**config.mk**
```make
export PLATFORM = sky130hd
export DESIGN_NAME = pipe_hazard_ctrl
export DESIGN_NICKNAME = d
export VERILOG_FILES = /design/src/rtl/pipe_hazard_ctrl.sv
export SDC_FILE = /design/constraint.sdc
export NUM_CORES = 1
export LEC_CHECK = 0
export CORE_ASPECT_RATIO = 0.7
export CORE_MARGIN = 3
export CORE_UTILIZATION = 50
export DETAILED_ROUTE_END_ITERATION = 16
export DONT_BUFFER_PORTS = 1
export REMOVE_ABC_BUFFERS = 1
export SLEW_MARGIN = 15
export SYNTH_ARGS = -nofsm -noshare
export SYNTH_HDL_FRONTEND = slang
export SYNTH_SLANG_ARGS = --single-unit
```
**constraint.sdc**
```tcl
create_clock -name CLK -period 5.9 [get_ports CLK]
set_input_delay 0.59 -clock CLK [delete_from_list [all_inputs] [get_ports CLK]]
set_output_delay 0.59 -clock CLK [all_outputs]
set_load 0.03 [all_outputs]
```
**src/rtl/pipe_hazard_ctrl.sv**
```systemverilog
// pipe_hazard_ctrl
//   Sequencing controller for the 5-stage MIPS pipeline. It produces the
//   PC / IF/ID / ID/EX / EX/MEM / MEM/WB enable and flush strobes. It handles
//   memory wait states (ihit/dhit), load-use hazards and EX-resolved branches,
//   and it holds a sticky halt once a halt instruction leaves MEM.
// Ports
//   CLK, nRST            : clock, synchronous active-low reset
//   ihit, dhit           : fetch / data access complete this cycle
//   mem_dREN/dWEN/halt   : MEM-stage load / store / halt
//   ex_dREN, ex_dest     : EX-stage load and its destination register
//   id_rs, id_rt,
//   id_uses_rt           : IF/ID source registers
//   ex_br_taken          : EX-stage redirect (taken branch or jump)
//   *_en / *_flush       : latch strobes (flush wins over enable)
//   dmem_ren, dmem_wen   : gated data-memory request
//   halt                 : sticky halt (registered)
//   stall_cnt            : saturating count of stalled cycles
module pipe_hazard_ctrl #(
  parameter int CNT_W = 16
) (
  input  logic             CLK,
  input  logic             nRST,
  input  logic             ihit,
  input  logic             dhit,
  input  logic             mem_dREN,
  input  logic             mem_dWEN,
  input  logic             mem_halt,
  input  logic             ex_dREN,
  input  logic [4:0]       ex_dest,
  input  logic [4:0]       id_rs,
  input  logic [4:0]       id_rt,
  input  logic             id_uses_rt,
  input  logic             ex_br_taken,
  output logic             pc_en,
  output logic             ifid_en,
  output logic             idex_en,
  output logic             exmem_en,
  output logic             memwb_en,
  output logic             ifid_flush,
  output logic             idex_flush,
  output logic             exmem_flush,
  output logic             memwb_flush,
  output logic             dmem_ren,
  output logic             dmem_wen,
  output logic             halt,
  output logic [CNT_W-1:0] stall_cnt
);

  typedef enum logic {RUN = 1'b0, HALTED = 1'b1} state_t;

  state_t           r_state;
  logic             r_dhit_seen;
  logic             r_halt;
  logic [CNT_W-1:0] r_stall_cnt;

  logic w_mem_req, w_mem_busy, w_advance, w_ldu, w_ldu_bubble, w_stall;

  // dhit_seen remembers a completed data access while waiting on ihit, so
  // the request is not reissued and the MEM stage no longer counts as busy.
  assign w_mem_req    = mem_dREN | mem_dWEN;
  assign w_mem_busy   = w_mem_req & ~dhit & ~r_dhit_seen;
  assign w_advance    = ihit & ~w_mem_busy;
  assign w_ldu        = ex_dREN & (ex_dest != 5'd0) &
                        ((ex_dest == id_rs) | (id_uses_rt & (ex_dest == id_rt)));
  // A branch squashes the dependent instruction anyway, so it masks ldu.
  assign w_ldu_bubble = w_advance & ~ex_br_taken & w_ldu;
  assign w_stall      = ~w_advance | w_ldu_bubble;

  always_comb begin
    pc_en       = 1'b0;
    ifid_en     = 1'b0;
    idex_en     = 1'b0;
    exmem_en    = 1'b0;
    memwb_en    = 1'b0;
    ifid_flush  = 1'b0;
    idex_flush  = 1'b0;
    exmem_flush = 1'b0;
    memwb_flush = 1'b0;
    dmem_ren    = 1'b0;
    dmem_wen    = 1'b0;
    if (!nRST) begin
      ifid_flush  = 1'b1;
      idex_flush  = 1'b1;
      exmem_flush = 1'b1;
      memwb_flush = 1'b1;
    end else if (r_state == RUN) begin
      dmem_ren = mem_dREN & ~r_dhit_seen;
      dmem_wen = mem_dWEN & ~r_dhit_seen;
      if (!w_advance) begin
        // Freeze; bubble into WB so the held MEM/WB instruction does not
        // write the register file a second time.
        memwb_flush = 1'b1;
      end else if (ex_br_taken) begin
        {pc_en, ifid_en, idex_en, exmem_en, memwb_en} = 5'b11111;
        ifid_flush = 1'b1;
        idex_flush = 1'b1;
      end else if (w_ldu) begin
        idex_flush = 1'b1;
        exmem_en   = 1'b1;
        memwb_en   = 1'b1;
      end else begin
        {pc_en, ifid_en, idex_en, exmem_en, memwb_en} = 5'b11111;
      end
    end
  end

  assign halt      = r_halt & nRST;
  assign stall_cnt = r_stall_cnt;

  always_ff @(posedge CLK) begin
    if (!nRST) begin
      r_state     <= RUN;
      r_halt      <= 1'b0;
      r_dhit_seen <= 1'b0;
      r_stall_cnt <= '0;
    end else begin
      case (r_state)
        RUN: begin
          if (w_advance)
            r_dhit_seen <= 1'b0;
          else if (dhit)
            r_dhit_seen <= 1'b1;
          if (w_stall && (r_stall_cnt != {CNT_W{1'b1}}))
            r_stall_cnt <= r_stall_cnt + {{(CNT_W-1){1'b0}}, 1'b1};
          if (w_advance && mem_halt) begin
            r_state <= HALTED;
            r_halt  <= 1'b1;
          end
        end
        HALTED: begin
          r_state <= HALTED;
          r_halt  <= 1'b1;
        end
        default: begin
          r_state <= RUN;
          r_halt  <= 1'b0;
        end
      endcase
    end
  end

endmodule

```
Word-level counts from Yosys, hierarchy flattened

Cells that the tools add are included.

Flip-flop bits (word level): 19
Input port bits: 25
Logic and storage cells: 66
Output and inout bits: 28

Bitwise gates (word level): 20
Mux-type cells: 31
$add $sub $neg: 1
Eq/ne operators: 4
Reductions and logical operators: 6

Operators by type and width:

| operator                | number |
|---|---|
| $mux W1                 | 29 |
| $add A16 B1 Y16 const B | 1 |
| $ne A16 B16 Y1 const B  | 1 |
| $and A1 B1 Y1           | 11 |
| $eq A5 B5 Y1            | 2 |
| $not A1 Y1              | 6 |
| $reduce_bool A5 Y1      | 1 |
| $pmux W1 S2             | 2 |
| $reduce_and A2 Y1       | 2 |
| $or A1 B1 Y1            | 3 |
| $logic_and A1 B1 Y1     | 2 |
| $ne A2 B1 Y1 const B    | 1 |
| $reduce_bool A2 Y1      | 1 |

Longest topological paths before layout

Depth in word-level cells: 10
Depth in mapped cells: 9
Gate-level depth less buffers: 7

Worst setup path before layout

Ideal clock, no wire load.

Path kind: in2out
Start point: input mem_dWEN
End point: output ifid_en
Cell stages on the path: 5
Slack: 3.038 ns
Arrival: 2.272 ns
Path buffers: 1
Data required time: 5.310 ns
Cell sequence: nor2_1 o31ai_1 nor3_1 o31a_1 buf_4

Word-level cells in the longest chain between the ends: 8

Ends and longest elaborated chain:

| what                        | line | source |
|---|---|---|
| start: declaration          | 26   | `input logic mem_dWEN,` |
| $or A1 B1 Y1                | 60   | `assign w_mem_req = mem_dREN \| mem_dWEN;` |
| $and A1 B1 Y1 (2 in series) | 61   | `assign w_mem_busy = w_mem_req & ~dhit & ~r_dhit_seen;` |
| $not A1 Y1                  | 62   | `assign w_advance = ihit & ~w_mem_busy;` |
| $and A1 B1 Y1               | 62   |  |
| $mux W1 (3 in series)       | --   |  |
| end: declaration            | 35   | `output logic ifid_en,` |

Every way passes these cells.

Worst setup path in the final report

Start point: input nRST
End point: output ifid_en

Word-level cells in the longest chain between the ends: 1

Ends and longest elaborated chain:

| what               | line | source |
|---|---|---|
| start: declaration | 22   | `input logic nRST,` |
| $mux W1            | --   |  |

Every way passes these cells.

==> metrics.cfg <==
[status]
status=complete, no violations

[yosys]
synth_top_cell_area_share=0.339
syn-mean-instance-area_sq_um=8.13
synth-xor-area-share=0.0858
yosys.area_share.simple=0.291
syn_area_sq_um=1120
yosysUniqueCellTypes=34
ys_warn_count=0
ys_seq_elements=19
synth_compound_area_frac=0.188
synth_top_family_by_area=simple AND/OR/NAND/NOR gates
synthTopCellsByCount=dfxtp_1 (19), a21oi_1 (13), o21ai_0 (13), or3_1 (13), xor2_1 (10)
synthArstFlopShare=0
synth-adder-area-share=0.0111
ys.flop_type=dfxtp_1
synthMuxAreaShare=0.0268
yosys.area.top_type=dfxtp_1
synth_most_common_cell=dfxtp_1
ys_top_cells_by_area=dfxtp_1 (34%), xor2_1 (7.8%), or3_1 (7.2%)
synth-edff-count=0
ys_seq_area_frac=0.339
synth_cells=138

[timing]
rsz0062_at_grt=false
fin_tns_setup_ns=0
fin_hold_ws_ns=0.375
final-setup-viol-count=0
tightest_slew_ns=1.08
clock_skew_ns=0.00436
timing.final.crit_share=0.576
slew_viol_final=0
final_hold_viol_count=0
relSlewSlack=0.274
fin_crit_ns=3.40
fmax_ghz=0.294

[floorplanning]
die-height_microns=45.6
die_x_microns=62.6
die-area_sq_um=2860
core_sq_um=1980
io_pins=53
placementRows=13
start_util=0.566

[critical_path]
r2r_start=stall_cnt[0]
r2r_slack_ns=3.60
critPathMaxFanout=20
cp.arrival_ns=2.81
rr_endpoint=stall_cnt[3]
cp-start-kind=primary input
rr_worst_depth=7
crit_required_ns=5.31
path_class=primary input to output port
crit_path_end_kind=output port

[placement]
gp_congestion=0.676
hpwl_mm=1.98
place_inst=162
port_buffers=0

[clock_network]
clkTransAtPathRegs_ns=0.10
insertion_delay_ns=0.30
postCtsSetupBuffers=0
cts_buffers=3
cts_tree=yes
holdBufCountCts=0
cts_max_path_buffers=2
htree_levels=1
cts_resized=0
cts_root_buf=clkbuf_4
clock-sinks=19

[routing]
via_count=1014
ant_nets=0
drt_iter0_drc=20
wirelength_mm=2.65
avgViaCountPerCell=6.11
firstDrtPassIters=4
wl_per_cell_microns=16.0
drc_errors=0

[finish]
syn2layout_area_growth_pct=3.01
n_antenna_cell=0
nNetsFinal=163
final_cells=166
seq_area_sq_um=380
post_route_cells_drive_above_1_share=0.0809
fillers=210
multi_input_comb_area_sq_um=682

[min_path]
holdPathStages=1
hold_end=r_dhit_seen
hold_start=ihit
hold_path.class=primary input to flip-flop

[global_route]
antenna_found_initial=0
grt_use_total=0.196
grt_max_degree=29
grt_pass1_wl_mm=4.40
grt_overflow=0
grt_pass1_vias=946

[power_and_ir_drop]
vdd_drop_max_uv=140
power_leakage_nw=0.376
p_per_area_nw_per_um2=219

[job]
cap_viol_max_count=0

[area by class of cell]
type	instances	area share
well taps	30	0.0325
flip-flops and latches	19	0.329
clock buffers	4	0.0227
inverters	4	0.0130
repair buffers	2	0.0130
multi-input cells	107	0.590
[through the flow]
stage	area (sq um)	worst slack (ns)	power, mW	utilization
finish	1160	2.50	0.253	0.583
detailed placement	1130	2.48	0.189	0.569
global route	1160	2.36	0.268	0.583
global placement	1130	2.51	0.188	0.569
floorplan	1070	2.12	0.181	-
CTS	1160	2.48	0.254	0.583
[flip-flops by register name (all words and copies together) (netlist names)]
name	count
r_dhit_seen	1
r_halt	1
r_state	1
stall_cnt	16
[critical path: stages]
cell	delay [ns]
inv_1	0.35
nor3_2	0.98
o31a_1	0.88
[worst max path at each step]
stage | start | endpoint | slack, ns | cells past startpoint
4_1_cts | nRST | ifid_en | 2.48 | 3
3_3_place_gp | nRST | pc_en | 2.51 | 3
6_report | nRST | ifid_en | 2.50 | 3
3_5_place_dp | nRST | ifid_en | 2.48 | 3
2_1_floorplan | nRST | idex_en | 2.12 | 3
5_1_grt | nRST | ifid_en | 2.36 | 3
[routing by layer]
metal / GRT usage / share of wire
met2: 0.341 / 0.45
met4: 0.0263 / 0.0030
met3: 0.0790 / 0.090
met5: 0 / 0
met1: 0.239 / 0.46
[report_power, final]
part	internal, mW	switching, mW
Clock	0.0264	0.0406
Sequential	0.132	0.0111
Combinational	0.0145	0.0285
[cells by family (layout without fill, tap and decap cells)]
group	Yosys count	count (layout)
AOI/OAI and AO/OA	35	35
xor gates and xnor gates	11	11
adders and majority gates	1	1
buffers and inverters	12	10
DFF	19	19
muxes	3	3
and+or+nand+nor	57	57
[placed cells by master, fill, tap and decap left out]
| cell type | synthesis | layout |
|---|---|---|
| o31ai_1 | 2 | 2 |
| nand4_1 | 4 | 4 |
| and4_1 | 2 | 2 |
| a32oi_1 | 1 | 1 |
| and3_1 | 3 | 3 |
| and2_1 | 1 | 1 |
| o21a_4 | 1 | 1 |
| buf_4 | 3 | 2 |
| dfxtp_1 | 19 | 19 |
| nor4_1 | 3 | 3 |
| nor2_1 | 9 | 9 |
| a211oi_1 | 1 | 1 |
| o21ai_2 | 1 | 1 |
| a31o_2 | 1 | 1 |
| nor4b_1 | 2 | 2 |
| nor3_2 | 0 | 1 |
| inv_1 | 4 | 4 |
| or4_1 | 1 | 1 |
| or2_2 | 1 | 1 |
| mux2i_1 | 3 | 3 |
| nand2b_1 | 2 | 2 |
| clkbuf_1 | 3 | 1 |
| clkbuf_4 | 0 | 3 |
| o31a_1 | 2 | 2 |
| or4_4 | 1 | 1 |
| nor3_1 | 3 | 2 |
| ha_1 | 1 | 1 |
| xor2_1 | 10 | 10 |
| or3_1 | 13 | 13 |
| nand2_1 | 4 | 4 |
| a21oi_1 | 13 | 13 |
| xnor2_1 | 1 | 1 |
| nand3_1 | 8 | 8 |
| o21ai_0 | 13 | 13 |
Note: power is estimated with default switching activity, not from simulation.
